## src/rtl/prog_fetch_if.sv

```systemverilog
// Bus bundle between a host/loader and prog_fetch.
// par_err exists only when PROG_FETCH_PARITY_EN is defined.
interface prog_fetch_if #(
  parameter int DATA_W = 12,
  parameter int ADDR_W = 8
);
  logic              start;
  logic              halt;
  logic              stall;
  logic              jump;
  logic [ADDR_W-1:0] jump_addr;
  logic              ld_req;
  logic              ld_valid;
  logic [ADDR_W-1:0] ld_addr;
  logic [DATA_W-1:0] ld_data;
  logic              ld_last;
  logic              ld_ready;
  logic [ADDR_W-1:0] pc;
  logic [DATA_W-1:0] instr;
  logic [ADDR_W-1:0] instr_pc;
  logic              instr_valid;
  logic [1:0]        state;
`ifdef PROG_FETCH_PARITY_EN
  logic              par_err;
`endif

  modport master (
    output start, halt, stall, jump, jump_addr,
    output ld_req, ld_valid, ld_addr, ld_data, ld_last,
    input  ld_ready, pc, instr, instr_pc, instr_valid, state
`ifdef PROG_FETCH_PARITY_EN
    , input par_err
`endif
  );

  modport slave (
    input  start, halt, stall, jump, jump_addr,
    input  ld_req, ld_valid, ld_addr, ld_data, ld_last,
    output ld_ready, pc, instr, instr_pc, instr_valid, state
`ifdef PROG_FETCH_PARITY_EN
    , output par_err
`endif
  );
endinterface

```

## src/rtl/prog_fetch.sv

```systemverilog
// Program memory with loader and sequential instruction fetch.
// Define PROG_FETCH_PARITY_EN to add a per-word even-parity bit and par_err.
//
// state | meaning
// IDLE  | waiting for ld_req (load) or start (run); jump sets pc
// LOAD  | ld_ready high, words written on ld_valid, ld_last ends
// RUN   | one fetch per unstalled cycle; halt/jump/stall in that priority
// BAD   | unused encoding, falls back to IDLE
module prog_fetch #(
  parameter int DATA_W   = 12,
  parameter int ADDR_W   = 8,
  parameter int RESET_PC = 0
) (
  input logic      clk,
  input logic      rst,
  prog_fetch_if.slave bus
);
  typedef enum logic [1:0] {
    S_IDLE = 2'd0,
    S_LOAD = 2'd1,
    S_RUN  = 2'd2,
    S_BAD  = 2'd3
  } state_t;

`ifdef PROG_FETCH_PARITY_EN
  localparam int MEM_W = DATA_W + 1;
`else
  localparam int MEM_W = DATA_W;
`endif

  logic [MEM_W-1:0]  r_mem [2**ADDR_W];
  state_t            r_state, w_state_nxt;
  logic [ADDR_W-1:0] r_pc, w_pc_nxt, r_instr_pc;
  logic [DATA_W-1:0] r_instr;
  logic              r_instr_valid;
  logic              w_fetch, w_wr;
  logic [MEM_W-1:0]  w_wr_word, w_rd_word;

`ifdef PROG_FETCH_PARITY_EN
  logic r_par_err;
  assign w_wr_word = {^bus.ld_data, bus.ld_data};
  assign bus.par_err = r_par_err;
`else
  assign w_wr_word = bus.ld_data;
`endif

  // rst gates the write so a reset overlapping an edge cannot commit a word
  assign w_wr      = (r_state == S_LOAD) && bus.ld_valid && !rst;
  assign w_rd_word = r_mem[r_pc];

  always_ff @(posedge clk) begin
    if (w_wr) r_mem[bus.ld_addr] <= w_wr_word;
  end

  always_comb begin
    w_state_nxt = r_state;
    w_pc_nxt    = r_pc;
    w_fetch     = 1'b0;
    case (r_state)
      S_IDLE: begin
        if (bus.jump) w_pc_nxt = bus.jump_addr;
        if (bus.ld_req)     w_state_nxt = S_LOAD;
        else if (bus.start) w_state_nxt = S_RUN;
      end
      S_LOAD: begin
        if (bus.ld_valid && bus.ld_last) w_state_nxt = S_IDLE;
      end
      S_RUN: begin
        if (bus.halt) begin
          w_state_nxt = S_IDLE;
        end else if (bus.jump) begin
          w_pc_nxt = bus.jump_addr;
        end else if (!bus.stall) begin
          w_fetch  = 1'b1;
          w_pc_nxt = r_pc + 1'b1;
        end
      end
      default: w_state_nxt = S_IDLE;
    endcase
  end

  always_ff @(posedge clk or posedge rst) begin
    if (rst) begin
      r_state       <= S_IDLE;
      r_pc          <= ADDR_W'(RESET_PC);
      r_instr       <= '0;
      r_instr_pc    <= '0;
      r_instr_valid <= 1'b0;
`ifdef PROG_FETCH_PARITY_EN
      r_par_err     <= 1'b0;
`endif
    end else begin
      r_state       <= w_state_nxt;
      r_pc          <= w_pc_nxt;
      r_instr_valid <= w_fetch;
      if (w_fetch) begin
        r_instr    <= w_rd_word[DATA_W-1:0];
        r_instr_pc <= r_pc;
`ifdef PROG_FETCH_PARITY_EN
        // stored bit makes the whole word XOR to zero when intact
        r_par_err  <= ^w_rd_word;
`endif
      end
    end
  end

  assign bus.ld_ready    = (r_state == S_LOAD);
  assign bus.pc          = r_pc;
  assign bus.instr       = r_instr;
  assign bus.instr_pc    = r_instr_pc;
  assign bus.instr_valid = r_instr_valid;
  assign bus.state       = r_state;
endmodule

```

## src/flat_wrapper.sv

```systemverilog
// flat-port wrapper written by rule: the top's interface ports become plain ports
module prog_fetch_flat 
#(
  parameter int DATA_W   = 12,
  parameter int ADDR_W   = 8,
  parameter int RESET_PC = 0
)
  (clk, rst, bus_start, bus_halt, bus_stall, bus_jump, bus_jump_addr, bus_ld_req, bus_ld_valid, bus_ld_addr, bus_ld_data, bus_ld_last, bus_ld_ready, bus_pc, bus_instr, bus_instr_pc, bus_instr_valid, bus_state);
  prog_fetch_if #(.DATA_W(DATA_W), .ADDR_W(ADDR_W)) bus_i ();
  input logic clk;
  input logic rst;
  input wire logic [$bits(bus_i.start)-1:0] bus_start;
  input wire logic [$bits(bus_i.halt)-1:0] bus_halt;
  input wire logic [$bits(bus_i.stall)-1:0] bus_stall;
  input wire logic [$bits(bus_i.jump)-1:0] bus_jump;
  input wire logic [$bits(bus_i.jump_addr)-1:0] bus_jump_addr;
  input wire logic [$bits(bus_i.ld_req)-1:0] bus_ld_req;
  input wire logic [$bits(bus_i.ld_valid)-1:0] bus_ld_valid;
  input wire logic [$bits(bus_i.ld_addr)-1:0] bus_ld_addr;
  input wire logic [$bits(bus_i.ld_data)-1:0] bus_ld_data;
  input wire logic [$bits(bus_i.ld_last)-1:0] bus_ld_last;
  output wire logic [$bits(bus_i.ld_ready)-1:0] bus_ld_ready;
  output wire logic [$bits(bus_i.pc)-1:0] bus_pc;
  output wire logic [$bits(bus_i.instr)-1:0] bus_instr;
  output wire logic [$bits(bus_i.instr_pc)-1:0] bus_instr_pc;
  output wire logic [$bits(bus_i.instr_valid)-1:0] bus_instr_valid;
  output wire logic [$bits(bus_i.state)-1:0] bus_state;
  assign bus_i.start = bus_start;
  assign bus_i.halt = bus_halt;
  assign bus_i.stall = bus_stall;
  assign bus_i.jump = bus_jump;
  assign bus_i.jump_addr = bus_jump_addr;
  assign bus_i.ld_req = bus_ld_req;
  assign bus_i.ld_valid = bus_ld_valid;
  assign bus_i.ld_addr = bus_ld_addr;
  assign bus_i.ld_data = bus_ld_data;
  assign bus_i.ld_last = bus_ld_last;
  assign bus_ld_ready = bus_i.ld_ready;
  assign bus_pc = bus_i.pc;
  assign bus_instr = bus_i.instr;
  assign bus_instr_pc = bus_i.instr_pc;
  assign bus_instr_valid = bus_i.instr_valid;
  assign bus_state = bus_i.state;
  prog_fetch #(.DATA_W(DATA_W), .ADDR_W(ADDR_W), .RESET_PC(RESET_PC)) u_core (.clk(clk), .rst(rst), .bus(bus_i));
endmodule
```

## config.mk

```make
export PLATFORM = sky130hd
export DESIGN_NAME = prog_fetch_flat
export DESIGN_NICKNAME = d
export VERILOG_FILES = /design/src/rtl/prog_fetch_if.sv /design/src/rtl/prog_fetch.sv /design/src/flat_wrapper.sv
export SDC_FILE = /design/constraint.sdc
export NUM_CORES = 2
export LEC_CHECK = 0
export ABC_AREA = 1
export BUFFER_PORTS_ARGS = -buffer_cell sky130_fd_sc_hd__buf_4
export CORE_UTILIZATION = 40
export CTS_CLUSTER_SIZE = 20
export DETAILED_ROUTE_END_ITERATION = 8
export PLACE_DENSITY = 0.63
export SLEW_MARGIN = 20
export SYNTH_ARGS = -nofsm -noshare
export SYNTH_HDL_FRONTEND = slang
export SYNTH_SLANG_ARGS = --single-unit
```

## constraint.sdc

```tcl
create_clock -name clk -period 6.3 [get_ports clk]
set_clock_uncertainty 0.05 [all_clocks]
set_input_delay 1.26 -clock clk [delete_from_list [all_inputs] [get_ports clk]]
set_output_delay 1.26 -clock clk [all_outputs]
set_load 0.03 [all_outputs]
```

== Word level (Yosys, flattened, before mapping) ==
Memories as Yosys holds them, arrays and structs flattened. A register that Yosys moved wholly into a read port is not among the register bits.
Cells that the tools add are included.
Storage, ports and cells
  memory bits (writable): 3072
  register bits: 19
  memories: 1
  logic and storage cells: 38
  output and inout bits: 32
Memories
  u_core.r_mem: words 256, width 12, read ports 1, clocked after memory_dff 1, wr ports 1, line prog_fetch.sv:31  | logic [MEM_W-1:0] r_mem [2**ADDR_W];
Cells by class
  mux-type cells: 16
  $add $sub $neg: 1
  equal/unequal tests: 8
  reductions and logical operators: 8
Operators by type and width (count)
  $mux W8: 4
  $pmux W8 S2: 1
  $add A8 B1 Y8 const B: 1
  $mux W2: 4
  $mux W1: 6
  $ne A2 B2 Y1 const B: 3
  $ne A3 B3 Y1 const B: 2
  $pmux W2 S3: 1
  $reduce_and A4 Y1: 1
  $logic_and A1 B1 Y1: 3
  $reduce_and A3 Y1: 1
  $eq A2 B1 Y1 const B: 1
  $eq A2 B2 Y1 const B: 1
  $logic_not A2 Y1: 1
  $ne A2 B1 Y1 const B: 1
  $reduce_bool A2 Y1: 1
  $logic_not A1 Y1: 1

== Depth between registers and ports, before layout ==
  depth after elaboration: 5
  depth in mapped cells: 18
  depth with buffers taken out: 15

== Worst setup path before layout ==
No wires, ideal clock.
  path kind: input-to-reg
  start: in rst
  end: mem u_core.r_mem[105][0] (netlist bit) (enable)
  arrival time: 3.355 ns
  stages: 7
  setup slack: 2.514 ns
  library setup time: 0.380 ns
  path through: inv_1 > nand3_1 > inv_1 > buf_2 > nand2_1 > clkbuf_1 > nor2_1
Between the ends
  word-level cells in the longest chain between the ends: 4
RTL lines
  start, declared: line flat_wrapper.sv:11  | input logic rst;
  $logic_not A1 Y1: line prog_fetch.sv:48  | assign w_wr = (r_state == S_LOAD) && bus.ld_valid && !rst;
  $logic_and A1 B1 Y1: line prog_fetch.sv:48
  $mux W1: line prog_fetch.sv:52  | if (w_wr) r_mem[bus.ld_addr] <= w_wr_word;
  $mux W1 (implied by the code): line prog_fetch.sv:52
  end, declared: line prog_fetch.sv:31
No other way between the ends.

== Worst setup path in the final report ==
  start: reg u_core.r_state[0] (netlist: u_core.bus.state[0])
  end: mem u_core.r_mem[31][2] (netlist bit) (enable)
Between the ends
  word-level cells in the longest chain between the ends: 5
RTL lines
  start, declared: line prog_fetch.sv:32  | state_t r_state, w_state_nxt;
  start signal, assigned: line prog_fetch.sv:93  | r_state <= w_state_nxt;
  $eq A2 B1 Y1: line prog_fetch.sv:48
  $logic_and A1 B1 Y1 (2 in series): line prog_fetch.sv:48
  $mux W1: line prog_fetch.sv:52
  $mux W1 (implied by the code): line prog_fetch.sv:52
No other way between the ends.

==> flow_metrics.py <==
metrics = {
    "drt": {
        "postRouteAntennaNets": 0,
        "wl_per_cell_um": 22.83,
        "detail_route.wirelength_um": 359900,
        "avgViaCountPerCell": 5.308,
        "route.detailed.drc": 0,
        "drt_pass1_iterations": 7,
        "num_vias": 83700,
        "drt_iter0_markers": 10230,
    },
    "logic_synthesis": {
        "main_combinational_cell_family_by_area_after_synthesis": "simple AND/OR/NAND/NOR gates",
        "synth.yosys.warnings": 0,
        "synth_seq_area_share_pct": 72.45,
        "synthesized_area_fraction_occupied_by_ao_oa_aoi_and_oai_cells_pct": 5.862,
        "synth_adder_area_share_pct": 0.009745,
        "synth_seq_cells": 3103,
        "postSynthAreaPerCell_um2": 11.28,
        "synth_fp_nets": 11420,
        "post_synth_instance_area_mm2": 0.1284,
        "synth.mux.area_fraction_pct": 0,
        "synthSimpleGateAreaFrac_pct": 16.98,
        "postSynthCellCount": 11380,
        "ys_types": 31,
        "yosys.area_share.xor_xnor_pct": 0,
    },
    "clock_tree": {
        "clk_pin_slew_worst_paths_ns": 0.06,
        "cts.repair_timing.setup_buffer_count": 0,
        "numCtsBuffers": 325,
        "cts-hold-fix-buffers": 0,
        "ctsRootBufferMaster": "sky130_fd_sc_hd__clkbuf_16",
        "cts-htree-levels": 5,
        "clock_tree_from_tritoncts": "done",
        "cts_resized": 0,
        "clock_latency_ns": 0.96,
        "cts.path.max_buffers": 4,
        "cts.sinks": 3103,
    },
    "timing": {
        "worst_pin_slew_ns": 1.201,
        "final.hold.worst_slack_ns": 0.4357,
        "slew_violations": 0,
        "final.setup.tns_ns": 0,
        "hold_fails_final_rpt": 0,
        "rsz0062_at_grt": "no",
        "setup_slack_ns": 2.267,
        "fmax_mhz": 248.0,
        "slew_headroom_pct": 19.65,
        "period_share_pct": 64.01,
        "final_critical_path_required_period_ns": 4.033,
        "timing.final.setup_violations": 0,
    },
    "pwr": {
        "cellInternalPower_mw": 38.84,
        "share_seq_of_total_power_pct": 37.3,
        "peakVddDrop_mv": 0.4150,
        "clock_power_share_pct": 30.4,
        "powerDensity_mw_per_mm2": 432.6,
        "leakage_power_figure_nw": 51.71,
        "netSwitchingFraction_pct": 37.56,
        "post-layout-total-power_mw": 62.20,
        "p_comb_share_pct": 32.3,
        "power_switching_mw": 23.36,
    },
    "place": {
        "io_buffer_count": 68,
        "placed_cell_area_mm2": 0.1333,
        "routability_congestion_estimate": 0.9019,
        "place_ws_ns": 1.599,
        "detailed_place_hpwl_um": 204200,
        "dp_cells": 15180,
    },
    "worst_setup_path": {
        "data_required_critical_path_ns": 6.80,
        "critical-path-slowest-cell": "sky130_fd_sc_hd__nand2_2",
        "r2r_slack_ns": 2.27,
        "worst-setup-path-type": "flop to flop",
        "cp_slowest_stage_delay_ns": 0.81,
        "critPathLaunchType": "flop",
        "crit_path_end_kind": "flop",
        "crit_arrival_ns": 4.53,
        "cp_max_fo": 12,
        "path_cells": "inv_1, nor2_1, nand3_1, inv_1, nand2_2, buf_4, nor2_1",
    },
    "floorplanning": {
        "floorplan.io_pins": 69,
        "floorplan.die_area_mm2": 0.3233,
        "chipWidth_um": 568.6,
        "chipHeight_um": 568.6,
        "start_util_pct": 40.30,
        "rows": 207,
        "fp.coreArea_mm2": 0.3186,
    },
    "cells_and_area": {
        "area_of_combinational_cells_with_multiple_inputs_mm2": 0.02947,
        "final_layout_size_suffix_gt1_share_pct": 7.044,
        "layoutNonFillerInstCount": 15770,
        "n_fill_cell": 28680,
        "reg_area_mm2": 0.09304,
        "area_growth_pct": 11.99,
        "num-nets-final": 11360,
        "postLayoutCoreUtil_pct": 45.14,
        "final_common_cell": "sky130_fd_sc_hd__edfxtp_1",
        "layout_common_cells": "3,072 x sky130_fd_sc_hd__edfxtp_1, 2,565 x sky130_fd_sc_hd__nand2_1, 1,992 x sky130_fd_sc_hd__nor2_1",
        "final_area_mm2": 0.1438,
    },
    "global_route": {
        "antenna_found_initial": 9,
        "grt_pass1_vias": 79640,
        "grt_start_max_net_pins": 196,
        "grt_first_pass_wirelength_um": 525800,
        "grt.met2_usage_pct": 34.93,
        "grt_most_used_layer": "met2",
        "use_met3_pct": 3.477,
        "grt_use_total_pct": 21.74,
        "total_congestion_overflow_after_global_routing": 0,
        "met1_usage_pct": 29.36,
    },
    "hold_path": {
        "holdCritPathClass": "input pin to asynchronous set/reset pin",
    },
    "run": {
        "maxCapViolCount": 0,
    },
    "outcome": {
        "run_status": "finished clean",
    },
}
per-layer routing:
metal | wire length, um | vias up
met5 | 25 | -
met4 | 16750 | 4
met3 | 30710 | 705
met2 | 167100 | 3699
met1 | 145300 | 40590
li1 | - | 38710
sequential cells by signal, indices dropped and copies added (netlist names):
register                cells
u_core.bus.instr           12
u_core.bus.instr_pc         8
u_core.bus.instr_valid      1
u_core.bus.pc               8
u_core.bus.state            2
u_core.r_mem             3072
cell usage after synthesis, drive strengths merged:
library cell	number	area, um^2
a22oi	1	7.510
a31oi	8	50.05
and3	1	6.260
o22ai	18	112.6
o21ai	1059	5300
edfxtp	3072	92250
nor2	2020	7585
ha	1	12.51
clkinv	27	101.4
o221ai	1	8.760
nor3	3	20.02
clkbuf	281	1055
a31o	1	8.760
or2	10	62.56
a21oi	157	785.8
dfrtp	31	775.7
nand2	2582	9692
inv	654	2455
nand3	884	4424
buf	402	2421
o211ai	167	1254
nand4	2	12.51
power by group through the flow:
stage / combinational [mW] / clock [mW] / sequential, mW
floorplan: 12.9 / 0 / 23.4
global placement: 19.7 / 0 / 23.6
detailed placement: 19.8 / 0 / 23.6
CTS: 19.9 / 19.1 / 23.2
global route: 21.8 / 19.8 / 23.2
finish: 20.1 / 18.9 / 23.2
final timing paths:
check	start	end	cells past startpoint
setup / recovery	u_core.bus.state[0]$_DFFE_PP0P_	u_core.r_mem[31][2]$_DFFE_PP_	7
hold reg to reg	u_core.bus.instr_pc[0]$_DFFE_PP0P_	u_core.bus.instr_pc[0]$_DFFE_PP0P_	2
setup reg to reg	u_core.bus.state[0]$_DFFE_PP0P_	u_core.r_mem[31][2]$_DFFE_PP_	7
max in group asynchronous	rst	u_core.bus.pc[0]$_DFFE_PP0P_	3
min in group clk	u_core.bus.instr_pc[0]$_DFFE_PP0P_	u_core.bus.instr_pc[0]$_DFFE_PP0P_	2
hold / removal	rst	u_core.bus.instr[11]$_DFFE_PP0P_	3
worst max-delay path: cells and delay by family, from the launching register on:
family        cells  cell delay [ns]
buf+inv           3             1.10
simple gates      4             2.06
flops             1             0.45
cell type report:
cell class | count | area share (%)
Inverter | 681 | 1.804
Clock buffer | 397 | 5.937
Sequential cell | 3103 | 64.70
Tap cell | 4180 | 3.637
Timing Repair Buffer | 298 | 2.080
Multi-Input combinational cell | 6915 | 20.49
Clock inverter | 191 | 1.337
Antenna cell | 4 | 0.006961
logic make-up (layout without fill, tap and decap cells):
| kind of cell | after synthesis | count (layout) |
|---|---|---|
| adder cells (fa/ha/maj) | 1 | 1 |
| AND/OR/NAND/NOR | 5502 | 5502 |
| buffers and inverters | 1364 | 1567 |
| AO/OA/AOI/OAI | 1412 | 1412 |
| other | 0 | 4 |
| flip-flops | 3103 | 3103 |
(Power assumes the default switching activity.)
